==> src/rtl/fib_index.sv <==
// Inverse Fibonacci unit: finds the largest n with F(n) <= v (F(1)=0, F(2)=1),
// one add per iteration, with the level-sampled go / sticky done handshake.
module fib_index #(
  parameter int VALUE_WIDTH = 32,
  parameter int INDEX_WIDTH = 6
) (
  input  logic                   clk,
  input  logic                   rst_n,
  input  logic                   go,
  input  logic [VALUE_WIDTH-1:0] v,
  output logic [INDEX_WIDTH-1:0] index,
  output logic [VALUE_WIDTH-1:0] fib,
  output logic                   exact,
  output logic                   overflow,
  output logic                   done,
  output logic [1:0]             dbg_state
);

  typedef enum logic [1:0] {
    IDLE   = 2'd0,
    CHECK  = 2'd1,
    STEP   = 2'd2,
    FINISH = 2'd3
  } state_t;

  localparam logic [INDEX_WIDTH-1:0] INDEX_MAX = '1;

  state_t                 state;
  logic [VALUE_WIDTH-1:0] v_r;
  logic [VALUE_WIDTH-1:0] x_r;
  logic [VALUE_WIDTH:0]   y_r;
  logic [INDEX_WIDTH-1:0] i_r;
  logic                   ovf_r;

  assign dbg_state = state;

  // Handshake: go is sampled only in IDLE; the accepting edge clears done, and
  // done plus the result outputs are held from the FINISH edge until the next
  // accepted go. Overflow is tracked internally and published at FINISH so that
  // every output changes only on the accepting edge or the FINISH edge.
  always_ff @(posedge clk or negedge rst_n) begin
    if (!rst_n) begin
      state    <= IDLE;
      v_r      <= '0;
      x_r      <= '0;
      y_r      <= '0;
      i_r      <= '0;
      ovf_r    <= 1'b0;
      index    <= '0;
      fib      <= '0;
      exact    <= 1'b0;
      overflow <= 1'b0;
      done     <= 1'b0;
    end else begin
      case (state)
        IDLE: begin
          if (go) begin
            v_r      <= v;
            x_r      <= '0;
            y_r      <= {{VALUE_WIDTH{1'b0}}, 1'b1};
            i_r      <= {{(INDEX_WIDTH-1){1'b0}}, 1'b1};
            ovf_r    <= 1'b0;
            done     <= 1'b0;
            overflow <= 1'b0;
            state    <= CHECK;
          end
        end
        CHECK: begin
          // A set carry means F(i+1) already exceeds any VALUE_WIDTH-bit value.
          if (!y_r[VALUE_WIDTH] && (y_r[VALUE_WIDTH-1:0] <= v_r)) begin
            state <= STEP;
          end else begin
            state <= FINISH;
          end
        end
        STEP: begin
          if (i_r == INDEX_MAX) begin
            ovf_r <= 1'b1;
            state <= FINISH;
          end else begin
            x_r   <= y_r[VALUE_WIDTH-1:0];
            y_r   <= {1'b0, x_r} + y_r;
            i_r   <= i_r + 1'b1;
            state <= CHECK;
          end
        end
        FINISH: begin
          index    <= i_r;
          fib      <= x_r;
          exact    <= (x_r == v_r);
          overflow <= ovf_r;
          done     <= 1'b1;
          state    <= IDLE;
        end
        default: state <= IDLE;
      endcase
    end
  end

endmodule

==> config.mk <==
export PLATFORM = sky130hd
export DESIGN_NAME = fib_index
export DESIGN_NICKNAME = d
export VERILOG_FILES = /design/src/rtl/fib_index.sv
export SDC_FILE = /design/constraint.sdc
export NUM_CORES = 1
export LEC_CHECK = 0
export ABC_AREA = 1
export BUFFER_PORTS_ARGS = -buffer_cell sky130_fd_sc_hd__buf_4
export CELL_PAD_IN_SITES_DETAIL_PLACEMENT = 0
export CELL_PAD_IN_SITES_GLOBAL_PLACEMENT = 2
export CORE_ASPECT_RATIO = 1.75
export CORE_MARGIN = 4
export CORE_UTILIZATION = 39
export CTS_BUF_LIST = sky130_fd_sc_hd__clkbuf_2 sky130_fd_sc_hd__clkbuf_4 sky130_fd_sc_hd__clkbuf_8
export DETAILED_ROUTE_END_ITERATION = 6
export HOLD_SLACK_MARGIN = 0.03
export PLACE_DENSITY = 0.84
export SLEW_MARGIN = 0
export SYNTH_ARGS = -nofsm -noshare
export SYNTH_HDL_FRONTEND = slang
export SYNTH_SLANG_ARGS = --single-unit
==> constraint.sdc <==
create_clock -name clk -period 4 [get_ports clk]
set_input_delay 1 -clock clk [delete_from_list [all_inputs] [get_ports clk]]
set_output_delay 1 -clock clk [all_outputs]
set_load 0.05 [all_outputs]
After elaboration in Yosys (flattened, before gate mapping)
Index checks and enable logic that the tools add are counted.
{ "word_totals": {"out_inout_bits": 43, "wordCells": 49, "in_bits": 35, "register_bits": 147} }
{ "classes": {"reduce_logical": 9, "muxes": 18, "n_addsub": 2, "n_eq_ne": 8, "order_cmp": 1} }
{ "op_table": {"columns": ["op", "n"], "rows": [
  ["two-way mux 33 bit", 2],
  ["one-hot mux 33 bit (2 select lines)", 1],
  ["two-way mux 32 bit", 2],
  ["one-hot mux 32 bit (2 select lines)", 1],
  ["adder 32 x 33 -> 33 bit", 1],
  ["== test 32 bit", 1],
  ["less-or-equal comparator 32 bit", 1],
  ["two-way mux 6 bit", 2],
  ["one-hot mux 6 bit (2 select lines)", 1],
  ["one-hot mux 2 bit (4 select lines)", 1],
  ["adder 6 x 1 -> 6 bit, second input constant", 1],
  ["== test 6 bit, second input constant", 1],
  ["!= test 2 bit, second input constant", 3],
  ["one-hot mux 1 bit (2 select lines)", 3],
  ["AND reduction 3 bit", 2],
  ["== test 2 bit, second input constant", 2],
  ["two-way mux 2 bit", 2],
  ["AND reduction 2 bit", 2],
  ["nonzero test 2 bit", 2],
  ["two-way mux 1 bit", 3],
  ["== test 2 x 1 -> 1 bit, second input constant", 1],
  ["logical NOT 2 bit", 1],
  ["logical AND 1 bit", 1],
  ["logical NOT 1 bit", 1]
]} }

Depth between registers and ports, before layout
{ "logic_depth": {"ltp_word": 4, "depth_mapped": 15, "depth_no_buf": 15} }

Worst setup path after synthesis
OpenSTA, ideal clock, no wires.
{ "synth_timing": {"kind": "flip-flop to flip-flop", "from": "reg x_r[0]", "to": "reg y_r[28]", "stages_incl_launch_ff": 16, "slack_ns": 2.072, "period_less_slack_ns": 1.928, "path_buffers": 0, "arrival_ns": 1.811, "t_required_ns": 3.883, "setup_time_ns": 0.117, "cell_sequence": "dfrtp_1 ha_1 inv_1 fa_1 inv_1 nand2_1 nand3_1 nand3_1 nand2_1 nand2_1 nand2_1 nand2_1 nand2_1 nand2_1 nand3_1 nand2_1"} }
{ "synth_between": {"elab_chain_len": 3} }
{ "synth_rtl": {"columns": ["element", "line", "source"], "rows": [
  ["from (decl)", "30", "logic [VALUE_WIDTH-1:0] x_r;"],
  ["from (signal assigned)", "81", "x_r <= y_r[VALUE_WIDTH-1:0];"],
  ["adder 32 x 33 -> 33 bit", "82", "y_r <= {1'b0, x_r} + y_r;"],
  ["two-way mux 33 bit", "77", "if (i_r == INDEX_MAX) begin"],
  ["one-hot mux 33 bit (2 select lines)", "55", "case (state)"],
  ["to (signal assigned)", "60", "y_r <= {{VALUE_WIDTH{1'b0}}, 1'b1};"],
  ["to (signal assigned)", "82", null],
  ["to (decl)", "31", "logic [VALUE_WIDTH:0] y_r;"]
]} }
No other way between the ends. The select of a mux whose other input is x is not followed.
A chain may end at the register's enable or synchronous reset.

Worst setup path after layout
{ "layout_timing": {"from": "reg x_r[0]", "to": "reg y_r[32]"} }
The elaborated chain is that of the path after synthesis.

==> run_results.csv <==
group,metric,value,unit
outcome,run_status,"finished clean",
power,pwr-share-comb,46.2,%
hold_path,min-delay-path-class,"reg -> reg",
synthesis,synth_flop_cell,"dfrtp_1",
cells_and_area,multiInputGateArea,4407,um^2
floorplanning,die_y,208.5,um
hold_path,holdPathStages,2,
cts,cts_buffers,17,
cts,cts_sinks,147,
grt,antenna_found_initial,1,
setup_path,worstPathMaxFanout,4,
setup_path,critPathSlowestCell,"dfrtp_1",
power,ir_drop,0.0004980,V
placement,port_buffers,77,
synthesis,async_flop_share,100.0,%
run,maxCapViolCount,0,
power,power.switching,3.213,mW
power,seqPwrFrac,35.4,%
cts,cts_root_buf,"clkbuf_8",
grt,grt_max_degree,74,
power,power.clock.fraction,18.4,%
setup_path,cp-startpoint,"x_r[0]",
setup_path,crit_required,4380,ps
synthesis,synth_edf_count,0,
timing,fin_worst_skew,17.30,ps
cts,path_clk_slew,90,ps
cts,cts_setup_buffers,0,
floorplanning,core-area,22650,um^2
setup_path,setup.reg_to_reg.worst_slack,1400,ps
synthesis,ys_ff_latch,147,
synthesis,syn_area,8955,um^2
cts,clkLatencyLatePin,480,ps
synthesis,ys_seq_area_share,41.08,%
placement,hpwl,23.63,mm
grt,grt_pass1_vias,8129,
power,p_sw_share,48.05,%
routing,vias,7989,
floorplanning,die_area,25550,um^2
setup_path,critPathMaxStageDelay,400,ps
routing,drtIter0Drc,466,
timing,rsz0062_at_grt,"false",
cts,cts_tree,"done",
cts,cts_resized,0,
timing,finalSetupTns,0,ps
setup_path,cp-end-kind,"register",
grt,grt_pass1_wl,45.89,mm
timing,drv_slew,0,
synthesis,syn_inst,1217,
cells_and_area,most-common-layout-cells,"363 x nand2_1, 185 x inv_1, 147 x dfrtp_1",
cts,cts_buffer_depth,2,
power,p_per_area,654.0,nW/um^2
cells_and_area,fin_nets,1389,
power,p_total,6.687,mW
grt,track_usage,24.14,%
synthesis,syn-num-nets,1318,
power,power.leakage,5.421,nW
floorplanning,io_pins,78,
routing,drc,0,
synthesis,netlist-cell-type-count,35,
synthesis,yosys_warnings,0,
routing,antenna_left,0,
timing,setup_viol,0,
floorplanning,die_x,122.5,um
timing,post-route-min-period,2596,ps
timing,slew_headroom,27.72,%
routing,detail_route.wl_per_cell,18.55,um
cells_and_area,fillers,2467,
routing,finalWirelength,29.70,mm
setup_path,start_kind,"register",
setup_path,worst_r2r_startpoint,"x_r[0]",
cells_and_area,drive_gt1_share,10.61,%
timing,hold_violations,0,
grt,overflow,0,
placement,gp_congestion,0.8682,
hold_path,min-delay-start,"done",
cts,postCtsHoldBufs,0,
floorplanning,start_util,39.53,%
setup_path,crit_path_end,"y_r[32]",
setup_path,critical_path_class,"reg -> reg",
cts,h-tree-depth,4,
cells_and_area,regArea,3679,um^2
setup_path,r2r-end,"y_r[32]",
floorplanning,floorplan.rows,73,
cells_and_area,diodes,0,
cells_and_area,area_growth_syn_to_layout,14.17,%
routing,dr.pass1.iters,5,
routing,viasPerCell,4.990,
timing,fmax,0.3853,GHz
setup_path,critPathBufInv,2,
timing,finalCritPeriodShare,64.89,%
synthesis,avgSynthCellArea,7.358,um^2
setup_path,crit_chain,"ha_1, inv_1, fa_1, inv_1, nand2_1, nand3_1, nand3_1, nand2_1, nand2_1, nand2_1, nand2_1, nand2_1, nand3_1, nand2_1, nor2_1",
setup_path,crit_path_frequent_cell,"nand2_1",
setup_path,r2r_cells,15,
cells_and_area,final_common_cell,"nand2_1",
setup_path,worstSetupPathDepth,15,
setup_path,critPathTopFamily,"simple AND/OR/NAND/NOR gates",
power,p_int,3.473,mW
setup_path,arrival,2970,ps
timing,tightest_slew,1083,ps
worst min-delay path, cell delays in order (launching register included):
cell	delay, ps
dfrtp_1	360
nand2_1	50
nand2_1	40
synthesized netlist by cell type, types with 5 or more instances:
cell	count	share of area, %
a21oi_1	58	3.2
buf_2	12	0.67
buf_4	5	0.42
clkbuf_1	10	0.42
dfrtp_1	147	41
ha_1	65	9.1
inv_1	186	7.8
nand2_1	364	15
nand2_2	8	0.56
nand3_1	59	3.3
nand4_1	10	0.70
nor2_1	72	3.0
nor2_2	5	0.35
nor3_1	9	0.50
nor4_1	5	0.35
o21ai_0	114	6.4
o21ai_1	14	0.78
o21bai_1	5	0.42
o22ai_1	27	1.9
xnor2_1	6	0.59
xor2_1	9	0.88
final cells by class:
type / instances / share of cell area (%)
multi-input cells: 849 / 43.10
flip-flops and latches: 147 / 35.98
inverters: 190 / 6.976
repair buffers: 83 / 6.254
well taps: 300 / 3.672
clock buffers: 19 / 2.558
clock inverters: 13 / 1.456
worst min path at each step:
stage | to | slack (ps)
finish | done | 480
global route | done | 510
CTS | done | 490
detailed placement | done | 470
global placement | done | 470
floorplan | v_r[0] | 500
routing by layer:
layer,part of all wire (%),vias up,track usage (%),wire length (um)
li1,-,4051,-,-
met1,36,3713,24.68,10770
met2,55,152,45.23,16320
met3,2.8,71,3.644,841
met4,5.9,2,13.77,1762
met5,0.030,-,0,9
flip-flops by register name, summed over array words and instances (netlist names):
register	cells
ovf_r	1
v_r	32
index	6
x_r	32
dbg_state	2
done	1
i_r	6
y_r	33
fib	32
exact	1
overflow	1
kinds of logic (layout without fill, tap and decap cells):
group / count (synthesis) / in the layout / synth area share, %
AOI/OAI and AO/OA: 227 / 227 / 13.51
and+or+nand+nor: 541 / 541 / 24.90
xor gates and xnor gates: 15 / 15 / 1.467
DFF: 147 / 147 / 41.08
buffers and inverters: 221 / 305 / 9.739
adders and majority gates: 66 / 66 / 9.306
power by group through the flow:
stage | combinational [mW] | sequential, mW | clock [mW]
after detailed placement | 3.12 | 2.39 | 0
final | 3.09 | 2.37 | 1.23
after CTS | 3.14 | 2.37 | 1.27
after global placement | 3.11 | 2.39 | 0
after global routing | 3.47 | 2.42 | 1.32
after floorplan | 1.78 | 2.65 | 0
per-stage QoR:
step | setup slack, ps | hold WS, ps | utilization [%] | instance area (um^2) | cells
floorplan | 2072 | 496.7 | - | 8955 | 1217
global placement | 1444 | 465.0 | 43.32 | 9813 | 1569
detailed placement | 1417 | 468.2 | 43.32 | 9813 | 1569
CTS | 1389 | 489.0 | 45.13 | 10220 | 1601
global route | 1179 | 510.3 | 45.13 | 10220 | 1601
finish | 1404 | 484.5 | 45.13 | 10220 | 1601
Power figures use the tool's default switching activity.
